$ cat src/rtl/uart_bridge_pkg.sv
// uart_bridge_pkg: shared FSM state type and protocol byte constants for the UART register bridge
package uart_bridge_pkg;
    typedef enum logic [2:0] {IDLE, CMD, ADDR, DATA, CHK, EXEC, RD_WAIT, RESP} state_t;
    localparam logic [7:0] CMD_WR  = 8'h01;
    localparam logic [7:0] CMD_RD  = 8'h02;
    localparam logic [7:0] RSP_ACK = 8'h06;
    localparam logic [7:0] RSP_NAK = 8'h15;
endpackage

$ cat src/rtl/uart_bridge_timer.sv
// uart_bridge_timer: inter-byte timeout counter with clear, enable and expire
// Ports: clk, reset (sync, active-high), i_clr (restart count), i_en (count this cycle),
//        o_expire (high in the cycle the count steps to TIMEOUT_CYCLES-1)
module uart_bridge_timer #(
    parameter int TIMEOUT_CYCLES = 100000,
    parameter int TO_W           = 17
) (
    input  logic clk,
    input  logic reset,
    input  logic i_clr,
    input  logic i_en,
    output logic o_expire
);
    logic [TO_W-1:0] r_cnt;
    always_ff @(posedge clk) begin
        if (reset || i_clr) r_cnt <= '0;
        else if (i_en) r_cnt <= r_cnt + TO_W'(1);
    end
    // Fires while incrementing from TIMEOUT_CYCLES-2, i.e. TIMEOUT_CYCLES-1 idle cycles after the last pop
    assign o_expire = i_en && r_cnt == TO_W'(TIMEOUT_CYCLES - 2);
endmodule

$ cat src/rtl/uart_reg_bridge.sv
// uart_reg_bridge: parses framed read/write requests from the UART RX FIFO, runs them on a register bus, answers via TX FIFO
// Ports: clk, reset (sync, active-high); RX FIFO r_data/rx_empty/rd_uart; TX FIFO w_data/wr_uart/tx_full;
//        register bus reg_addr/reg_wdata/reg_wr_en/reg_rd_en/reg_rdata; status busy/frame_err/timeout_err
// Optional: UART_BRIDGE_TIMEOUT_EN adds the inter-byte timeout (uart_bridge_timer); otherwise timeout_err is 0
module uart_reg_bridge
    import uart_bridge_pkg::*;
#(
    parameter logic [7:0] SYNC_BYTE      = 8'hA5,
    parameter int         TIMEOUT_CYCLES = 100000,
    parameter int         TO_W           = 17
) (
    input  logic       clk,
    input  logic       reset,
    input  logic [7:0] r_data,
    input  logic       rx_empty,
    output logic       rd_uart,
    output logic [7:0] w_data,
    output logic       wr_uart,
    input  logic       tx_full,
    output logic [7:0] reg_addr,
    output logic [7:0] reg_wdata,
    output logic       reg_wr_en,
    output logic       reg_rd_en,
    input  logic [7:0] reg_rdata,
    output logic       busy,
    output logic       frame_err,
    output logic       timeout_err
);
    state_t     r_state, w_next;
    logic [7:0] r_cmd, r_rdata, r_rsp0;
    logic [1:0] r_idx, r_last;
    logic       w_pop, w_cmd_ok, w_chk_ok, w_to;

    // Outputs are gated by reset so a partial frame is never popped or answered in the reset cycle
    assign w_pop     = !reset && !rx_empty && r_state inside {IDLE, CMD, ADDR, DATA, CHK};
    assign w_cmd_ok  = r_data == CMD_WR || r_data == CMD_RD;
    assign w_chk_ok  = r_data == (r_cmd ^ reg_addr ^ (r_cmd == CMD_WR ? reg_wdata : 8'h00));
    assign rd_uart   = w_pop;
    assign reg_wr_en = !reset && r_state == EXEC && r_cmd == CMD_WR;
    assign reg_rd_en = !reset && r_state == EXEC && r_cmd == CMD_RD;
    assign wr_uart   = !reset && r_state == RESP && !tx_full;
    assign w_data    = r_state == RESP ? (r_idx == 2'd0 ? r_rsp0 : r_rdata) : 8'h00;
    assign busy      = r_state != IDLE;
    assign frame_err = w_pop && ((r_state == CMD && !w_cmd_ok) || (r_state == CHK && !w_chk_ok));

`ifdef UART_BRIDGE_TIMEOUT_EN
    logic w_expire;
    uart_bridge_timer #(.TIMEOUT_CYCLES(TIMEOUT_CYCLES), .TO_W(TO_W)) u_timer (
        .clk     (clk),
        .reset   (reset),
        .i_clr   (w_pop),
        .i_en    (rx_empty && r_state inside {CMD, ADDR, DATA, CHK}),
        .o_expire(w_expire)
    );
    assign w_to = !reset && w_expire;
`else
    logic w_unused_to_cfg;
    assign w_unused_to_cfg = ^{TIMEOUT_CYCLES, TO_W};
    assign w_to = 1'b0;
`endif
    assign timeout_err = w_to;

    always_ff @(posedge clk) begin
        r_state <= reset ? IDLE : w_next;
    end

    always_comb begin
        w_next = r_state;
        case (r_state)
            IDLE:    w_next = (w_pop && r_data == SYNC_BYTE) ? CMD : IDLE;
            CMD:     w_next = w_pop ? (w_cmd_ok ? ADDR : RESP) : CMD;
            ADDR:    w_next = w_pop ? (r_cmd == CMD_WR ? DATA : CHK) : ADDR;
            DATA:    w_next = w_pop ? CHK : DATA;
            CHK:     w_next = w_pop ? (w_chk_ok ? EXEC : RESP) : CHK;
            EXEC:    w_next = r_cmd == CMD_WR ? RESP : RD_WAIT;
            RD_WAIT: w_next = RESP;
            RESP:    w_next = (wr_uart && r_idx == r_last) ? IDLE : RESP;
            default: w_next = IDLE;
        endcase
        if (w_to) w_next = IDLE;
    end

    always_ff @(posedge clk) begin
        if (reset) begin
            r_cmd     <= '0;
            reg_addr  <= '0;
            reg_wdata <= '0;
            r_rdata   <= '0;
            r_rsp0    <= '0;
            r_idx     <= '0;
            r_last    <= '0;
        end else begin
            if (w_pop && r_state == CMD) r_cmd <= r_data;
            if (w_pop && r_state == ADDR) reg_addr <= r_data;
            if (w_pop && r_state == DATA) reg_wdata <= r_data;
            if (r_state == RD_WAIT) r_rdata <= reg_rdata;
            // Response queue: first byte ACK/NAK, read adds the data byte twice (both served from r_rdata)
            if (w_next == RESP && r_state != RESP) begin
                r_rsp0 <= (r_state == EXEC || r_state == RD_WAIT) ? RSP_ACK : RSP_NAK;
                r_last <= r_state == RD_WAIT ? 2'd2 : 2'd0;
                r_idx  <= '0;
            end else if (wr_uart) begin
                r_idx <= r_idx + 2'd1;
            end
        end
    end
endmodule
$ cat config.mk
export PLATFORM = sky130hd
export DESIGN_NAME = uart_reg_bridge
export DESIGN_NICKNAME = d
export VERILOG_FILES = /design/src/rtl/uart_bridge_pkg.sv /design/src/rtl/uart_bridge_timer.sv /design/src/rtl/uart_reg_bridge.sv
export SDC_FILE = /design/constraint.sdc
export NUM_CORES = 1
export LEC_CHECK = 0
export BUFFER_PORTS_ARGS = -buffer_cell sky130_fd_sc_hd__buf_4
export CAP_MARGIN = 20
export CORE_UTILIZATION = 37
export CTS_BUF_LIST = sky130_fd_sc_hd__clkbuf_16
export DETAILED_ROUTE_END_ITERATION = 12
export SLEW_MARGIN = 0
export SYNTH_ARGS = -nofsm -noshare
export SYNTH_HDL_FRONTEND = slang
export SYNTH_SLANG_ARGS = --single-unit
$ cat constraint.sdc
create_clock -name clk -period 2.35 [get_ports clk]
set_input_delay 0.1175 -clock clk [delete_from_list [all_inputs] [get_ports clk]]
set_output_delay 0.1175 -clock clk [all_outputs]
set_load 0.01 [all_outputs]
[Word-level counts from Yosys, hierarchy flattened]
Cells that the tools add are included.
Word-level totals
  flip-flop bits (word level): 47
  input port bits: 20
Cells by class
  $add $sub $neg: 1
  equality and inequality tests: 16
  mux-type cells: 16
  bitwise operators: 2
  reduce and logical (&&, ||, !) cells: 29
Operators with widths (number)
  8-bit two-way mux: 3
  3-bit one-hot mux with 8 select lines: 1
  3-bit two-way mux: 6
  8-bit by 1-bit == test with 1-bit output (second input constant): 2
  8-bit by 2-bit == test with 1-bit output (second input constant): 2
  1-bit logical AND: 16
  8-bit XOR: 2
  3-bit == test (second input constant): 5
  8-bit == test: 1
  8-bit == test (second input constant): 1
  3-bit by 2-bit == test with 1-bit output (second input constant): 2
  2-bit two-way mux: 3
  1-bit zero test: 5
  5-bit two-way mux: 1
  5-bit nonzero test: 1
  3-bit by 1-bit == test with 1-bit output (second input constant): 1
  3-bit zero test: 1
  1-bit logical OR: 3
  3-bit != test (second input constant): 1
  3-bit nonzero test: 1
  2-bit by 1-bit adder with 2-bit output (second input constant): 1
  2-bit == test: 1
  2-bit zero test: 1
  1-bit two-way mux: 2
  2-bit OR reduction: 1

[Longest topological paths before layout]
Gate-level depths: netlist of run 1.
  word-level depth: 10
  mapped depth: 8
  mapped depth without buffers: 6

[Least setup slack after synthesis of run 1]
OpenSTA, ideal clock, no wires.
  path kind: flip-flop to flip-flop
  start: reg r_cmd[3]
  end: reg r_rsp0[2]
  data arrival time: 2.266 ns
  data required time: 2.230 ns
  setup slack: -0.036 ns
  stages on the path, launching flop included: 9
  buffers on the path: 2
  clock period less this slack: 2.386 ns
  cell sequence: dfxtp_1 -> or4_4 -> buf_6 -> or3_1 -> buf_6 -> o32ai_1 -> o32a_2 -> a21oi_4 -> o31a_1
On the way
  cells in the longest elaborated chain, start to end: 9
RTL lines
  start, declared: RTL line uart_reg_bridge.sv:30  | logic [7:0] r_cmd, r_rdata, r_rsp0;
  start signal, assigned: RTL line uart_reg_bridge.sv:93  | if (w_pop && r_state == CMD) r_cmd <= r_data;
  8-bit by 1-bit == test with 1-bit output: RTL line uart_reg_bridge.sv:37, uart_reg_bridge.sv:72, uart_reg_bridge.sv:75
  8-bit two-way mux: RTL line uart_reg_bridge.sv:37  | assign w_chk_ok = r_data == (r_cmd ^ reg_addr ^ (r_cmd == CMD_WR ? reg_wdata : 8'h00));
  8-bit XOR: RTL line uart_reg_bridge.sv:37
  8-bit == test: RTL line uart_reg_bridge.sv:37
  2-bit two-way mux (2 in series): RTL line uart_reg_bridge.sv:74  | CHK: w_next = w_pop ? (w_chk_ok ? EXEC : RESP) : CHK;
  3-bit one-hot mux with 8 select lines (*): RTL line uart_reg_bridge.sv:69  | case (r_state)
  3-bit == test (*): RTL line uart_reg_bridge.sv:98  | if (w_next == RESP && r_state != RESP) begin
  1-bit logical AND (*): RTL line uart_reg_bridge.sv:98
  end signal, assigned: RTL line uart_reg_bridge.sv:99  | r_rsp0 <= (r_state == EXEC || r_state == RD_WAIT) ? RSP_ACK : RSP_NAK;
  end, declared: RTL line uart_reg_bridge.sv:30
Every way passes the cells marked *; elsewhere a longest branch is shown, timed or not.
A chain may end at the register's enable or synchronous reset.

[Worst setup path after layout of run 1]
  start: reg r_cmd[5]
  end: out frame_err
On the way
  cells in the longest elaborated chain, start to end: 8
RTL lines
  8-bit by 1-bit == test with 1-bit output: RTL line uart_reg_bridge.sv:37
  8-bit two-way mux: RTL line uart_reg_bridge.sv:37
  8-bit XOR (*): RTL line uart_reg_bridge.sv:37
  8-bit == test (*): RTL line uart_reg_bridge.sv:37
  1-bit zero test (*): RTL line uart_reg_bridge.sv:44  | assign frame_err = w_pop && ((r_state == CMD && !w_cmd_ok) || (r_state == CHK && !w_chk_ok));
  1-bit logical AND (*): RTL line uart_reg_bridge.sv:44
  1-bit logical OR (*): RTL line uart_reg_bridge.sv:44
  1-bit logical AND (*): RTL line uart_reg_bridge.sv:44
  end, declared: RTL line uart_reg_bridge.sv:26  | output logic frame_err,
Marked as above.

==> summary.md, run 1 <==
| Metric | Value |
|---|---|
| Worst slack, placed | -0.0991 ns |
| Die W | 82.1 um |
| Status | complete, but fails checks |
| Crit path time final | 2.54 ns |
| Clk_skew | 0.00239 ns |
| Worst VDD drop | 0.000366 V |
| Worst-margin pin slew | 0.519 ns |
| Number of H-tree levels | 2 |
| Slowest CP cell | or4_4 |
| Worst Setup Path Type | flip-flop to output port |
| Vias per Instance | 5.29 |
| Floorplan Core Area | 0.00606 sq mm |
| Initial Util | 39.1% |
| Setup crit start kind | flip-flop |
| Worst r2r path cells | 9 |
| Highest Clock Rate | 394 MHz |
| Crit share post-route | 108% |
| Layout Utilization | 54.2% |
| Cell family with most CP delay | simple AND/OR/NAND/NOR gates |
| Setup_tns | -0.876 ns |
| Port bufs | 49 |
| Critical path peak fanout | 7 |
| FF-to-FF setup slack | -0.17 ns |
| Antenna cell count | 0 |
| Final WL | 6.36 mm |
| Hold crit path type | input pin to flip-flop |
| Final hold violations | 0 |
| Clk Latency, worst-skew pair | 0.28 ns |
| Tot Pwr | 1.45 mW |
| Relative slew slack | 65.1% |
| Fin. max-slew vios | 0 |
| Die height | 82.1 um |
| Vias | 2258 |
| TritonRoute pass-1 iters | 4 |
| Crit. path cell count | 7 |
| Post-synth net total | 305 |
| CTS tree | built |
| DRC | 0 |
| Synth Instances | 284 |
| WP buf/inv | 1 |
| Root Buffer | clkbuf_16 |
| HPWL after DPL | 4.53 mm |
| Netlist cell types | 51 |
| Routed Antenna Nets | 0 |
| Final worst slack | -0.186 ns |
| Core Rows | 28 |
| Mapped Avg Cell Area | 8.35 sq um |
| CP arrival | 2.42 ns |
| Primary FF master, synth | dfxtp_1 |
| Post-synth top area cell | dfxtp_1 |
| CTS Buf Count | 5 |
| All-layer global routing usage | 20.2% |
| Die ar. | 0.00673 sq mm |
| Element type at the critical path end | output port |
| Yosys warns | 0 |
| Fraction of registers with async set/reset | 0% |
| Worst EP required | 2.23 ns |
| Share of cells above drive strength 1 | 32.4% |
| Clock Sink Count | 41 |
| # nets final | 373 |
| Largest cells by area after synthesis | dfxtp_1 35%, nand2_1 6.6%, xnor3_1 5.7% |
| Max-Cap Viols | 0 |
| Post-synthesis register bit count | 41 |
| Crit path from | r_cmd[5] |
| Crit path capture | frame_err |
| Sequential share of the synthesized area | 34.6% |
| CP max stage delay | 0.54 ns |
| PD cells | 442 mW/mm^2 |
| First DRT Iteration DRCs | 108 |
| Layout area overhead | 38.6% |
| Final number of setup-violating endpoints | 9 |
| Maximum number of pins on one net before global-route repair | 25 |
| R2r endpoint | r_rsp0[2] |
| Failing checks | negative setup slack |
| Post-DR wirelength/cell | 14.9 um |
| Clk slew on worst S/H paths | 0.06 ns |
| Leakage power | 1.41 nW |
| GP Congestion | 0.834 |
| Critical path, cell by cell | or4_4, or3_4, o32ai_2, o32a_2, a21oi_4, or2_1, buf_6 |
| RSZ-0062 raised after global routing | yes |
| CTS Hold Buffers Added | 0 |
| Synth top area share | 34.6% |
| Ports | 51 |
| Initial antenna violation count | 0 |
| First-pass GRT wire length | 10.3 mm |
| Clock buffer depth | 2 |
| Vias in the first global route | 2095 |
| Number of synthesized flops with an enable pin | 0 |
| Total gr overflow | 0 |
| Mapped cell area | 0.00237 sq mm |
| Worst r2r src | r_cmd[5] |
## sequential cells by signal (all words and copies together) (netlist names)
name and cells:
r_rdata 8, reg_addr 8, r_last 1, r_state 3, r_cmd 8, r_idx 2, reg_wdata 8, r_rsp0 3
## Yosys cell counts, types with 2 or more instances
master	number
nor2_1	24
and4_1	3
nand2_1	42
xnor2_1	7
inv_1	9
o32a_2	2
or2_2	2
mux2i_1	11
o32ai_1	2
xor2_1	4
nand3b_1	8
buf_6	2
nor2b_1	2
o21ai_0	13
clkbuf_1	13
or3_1	3
nand2b_1	19
xnor3_1	6
nor4_1	13
nor3_1	9
nor3b_1	4
o31ai_1	3
a21oi_1	8
dfxtp_1	41
nand3_1	4
and2_1	5
## worst reg2reg max path, stage by stage, from the launching register on
cell      delay, ns
dfxtp_2        0.31
or4_4          0.54
or3_4          0.41
buf_4          0.17
buf_6          0.12
a221oi_4       0.34
o311ai_4       0.17
buf_4          0.18
a21oi_2        0.10
o31a_1         0.13
## cell families after synthesis
| logic type | share of synthesized area, % |
|---|---|
| simple gates | 33.1 |
| flops | 34.6 |
| compound gates | 12.3 |
| buf+inv | 4.91 |
| xor+xnor | 9.76 |
| mux | 4.64 |
| fa+ha+maj | 0.528 |
| other cells | 0.158 |
## per-stage QoR
step	cells	hold WS, ns	area (sq um)
3_5_place_dp	415	0.360	2960
5_1_grt	427	0.0785	3290
2_1_floorplan	284	0.216	2400
6_report	427	0.0692	3290
4_1_cts	425	0.0639	3240
3_3_place_gp	415	0.348	2960
## routing by layer
| layer | wire (um) | GRT usage [%] | part of all wire (%) | up-vias |
|---|---|---|---|---|
| li1 | - | - | - | 1123 |
| met1 | 2890 | 25.3 | 45 | 1054 |
| met2 | 3070 | 34.1 | 48 | 67 |
| met3 | 264 | 3.67 | 4.2 | 14 |
| met4 | 142 | 7.89 | 2.2 | 0 |
| met5 | 0 | 0 | 0 | - |
## worst min path at each step
stage | from | endpoint | cells after the start
final | r_data[3] | reg_addr[3] | 3
after global placement | reg_rdata[3] | r_rdata[3] | 3
after global routing | reg_rdata[2] | r_rdata[2] | 3
after floorplan | r_data[2] | reg_addr[2] | 2
after CTS | r_data[3] | reg_addr[3] | 3
after detailed placement | r_data[3] | reg_addr[3] | 3
## layout make-up
cell class,count,area [sq um]
repair buffers,78,604
flip-flops and latches,41,822
multi-input cells,217,1600
well taps,75,93.8
inverters,9,33.8
clock inverters,2,7.51
fillers,580,2780
clock buffers,5,125
## what timing repair did
| action | CTS | global route |
|---|---|---|
| gates resized for setup | 22 | 7 |
| endpoints found under the setup margin | 9 | 10 |
| buffers inserted | 3 | 2 |
| pin swaps | 18 | 13 |
## placed cells by master, fill, tap and decap left out, types with 8 or more instances in the layout
master and instances:
nand3b_1 8, o21ai_0 13, nand2_1 42, dfxtp_1 40, buf_4 73, nor2_1 23, mux2i_1 11, nand2b_1 19
inv_1 10
## power by group
| group | switching [mW] | internal, mW | total (mW) | leakage (nW) |
|---|---|---|---|---|
| clock | 0.267 | 0.380 | 0.647 | 0.0685 |
| combinational | 0.0540 | 0.0552 | 0.109 | 1.02 |
| sequential | 0.000187 | 0.695 | 0.695 | 0.331 |
Power figures use the tool's default switching activity.
==> inputs of run 2 (changes only) <==
--- a/config.mk
+++ b/config.mk
@@ -10,6 +10,7 @@
 export CORE_UTILIZATION = 37
 export CTS_BUF_LIST = sky130_fd_sc_hd__clkbuf_16
 export DETAILED_ROUTE_END_ITERATION = 12
+export GPL_TIMING_DRIVEN = 0
 export SLEW_MARGIN = 0
 export SYNTH_ARGS = -nofsm -noshare
 export SYNTH_HDL_FRONTEND = slang
==> summary.md, run 2 (same netlist as run 1, synthesis figures left out) <==
| Metric | Value |
|---|---|
| R2r endpoint | r_last[1] |
| Vias in the first global route | 2091 |
| Max-Cap Viols | 0 |
| GP Congestion | 0.862 |
| HPWL after DPL | 4.60 mm |
| First-pass GRT wire length | 10.5 mm |
| Hold slack | 0.0647 ns |
| Worst r2r src | r_cmd[3] |
| First DRT Iteration DRCs | 164 |
| Vias per Instance | 5.35 |
| Clock buffer depth | 2 |
| DRC | 0 |
| PD cells | 447 mW/mm^2 |
| Post-route cell area | 0.00325 sq mm |
| Worst Setup Path Type | flip-flop to output port |
| Worst slack, placed | -0.397 ns |
| Critical path peak fanout | 7 |
| Final worst slack | -0.326 ns |
| Clk slew on worst S/H paths | 0.05 ns |
| Non-Filler Instances | 423 |
| Vias | 2262 |
| Clock Sink Count | 41 |
| CP arrival | 2.56 ns |
| Routed Antenna Nets | 0 |
| Hold crit path type | input pin to flip-flop |
| Root Buffer | clkbuf_16 |
| Critical path, cell by cell | or4_4, or3_4, o32ai_4, o32a_4, a21oi_4, or2_1, buf_6 |
| Die W | 82.1 um |
| Final hold violations | 0 |
| CTS Buf Count | 5 |
| Layout area overhead | 36.9% |
| Clk Latency, worst-skew pair | 0.28 ns |
| Relative slew slack | 54.4% |
| Initial antenna violation count | 0 |
| TritonRoute pass-1 iters | 4 |
| Final WL | 6.69 mm |
| Crit path from | r_cmd[3] |
| Hold path startpoint | reg_rdata[2] |
| Status | complete, but fails checks |
| Setup crit start kind | flip-flop |
| Number of H-tree levels | 2 |
| Port bufs | 47 |
| Die height | 82.1 um |
| FF-to-FF setup slack | -0.27 ns |
| Placed cell area | 0.00285 sq mm |
| Crit path capture | frame_err |
| Crit path time final | 2.68 ns |
| Dpl cells | 406 |
| Leakage power | 1.36 nW |
| Worst VDD drop | 0.000368 V |
| Worst EP required | 2.23 ns |
| Commonest non-fill, non-tap cell in the layout | buf_4 |
| CTS Hold Buffers Added | 0 |
| Element type at the critical path end | output port |
| Floorplan Core Area | 0.00606 sq mm |
| Total gr overflow | 0 |
| Highest Clock Rate | 374 MHz |
| Maximum number of pins on one net before global-route repair | 12 |
| Initial Util | 39.1% |
| RSZ-0062 raised after global routing | yes |
| Crit share post-route | 114% |
| All-layer global routing usage | 21.0% |
| Share of cells above drive strength 1 | 27.3% |
| Die ar. | 0.00673 sq mm |
| Fin. max-slew vios | 0 |
| Slowest CP cell | or4_4 |
| Final number of setup-violating endpoints | 8 |
| Most frequent cells in the layout | 58 x buf_4, 42 x nand2_1, 39 x dfxtp_1 |
| CTS tree | built |
| Post-DR wirelength/cell | 15.8 um |
| Ports | 51 |
| Antenna cell count | 0 |
| Worst r2r path cells | 7 |
| Failing checks | negative setup slack |
| Worst-margin pin slew | 0.682 ns |
| CP max stage delay | 0.55 ns |
| Clk_skew | 0.00204 ns |
| Setup_tns | -1.55 ns |
| Core Rows | 28 |
| # nets final | 368 |
[run 2: report_power, final]
group          internal (mW)  total [mW]  switching (mW)
clock network          0.382       0.640           0.258
registers              0.695       0.696        0.000219
logic                 0.0572       0.117          0.0598
[run 2: metal layers]
layer	global-route usage [%]	wire length, um
met5	0	0
met4	5.26	95
met3	4.89	274
met2	34.8	3290
met1	27.4	3030
[run 2: worst min-delay path by stage]
stage,end,depth (start not counted),slack [ns]
global placement,r_rdata[3],3,0.35
CTS,r_rdata[1],3,0.06
global route,r_rdata[2],3,0.08
floorplan,reg_addr[2],2,0.22
finish,r_rdata[2],3,0.06
detailed placement,r_rdata[2],3,0.36
[run 2: what timing repair did]
item / in CTS / in global routing
gates resized for setup: 13 / 18
pin swaps: 10 / 13
buffers inserted: 10 / 4
endpoints found under the setup margin: 8 / 9
[run 2: layout make-up]
| class | instances | area (sq um) |
|---|---|---|
| Buffer | 14 | 56.3 |
| Clock buffer | 5 | 125 |
| Clock inverter | 3 | 11.3 |
| Fill cell | 581 | 2820 |
| Inverter | 9 | 33.8 |
| Multi-Input combinational cell | 217 | 1650 |
| Sequential cell | 41 | 823 |
| Tap cell | 75 | 93.8 |
| Timing Repair Buffer | 59 | 450 |
[run 2: through the flow]
step,utilization [%],total power [mW]
5_1_grt,53.6,1.51
2_1_floorplan,-,0.769
4_1_cts,51.5,1.46
3_3_place_gp,46.9,0.816
6_report,53.6,1.45
3_5_place_dp,46.9,0.816
[run 2: critical path, delay by kind of cell (launching register included)]
kind | cells | cell delay (ns)
buffers and inverters | 1 | 0.13
DFF | 1 | 0.32
and+or+nand+nor | 3 | 1.30
AOI/OAI and AO/OA | 3 | 0.52
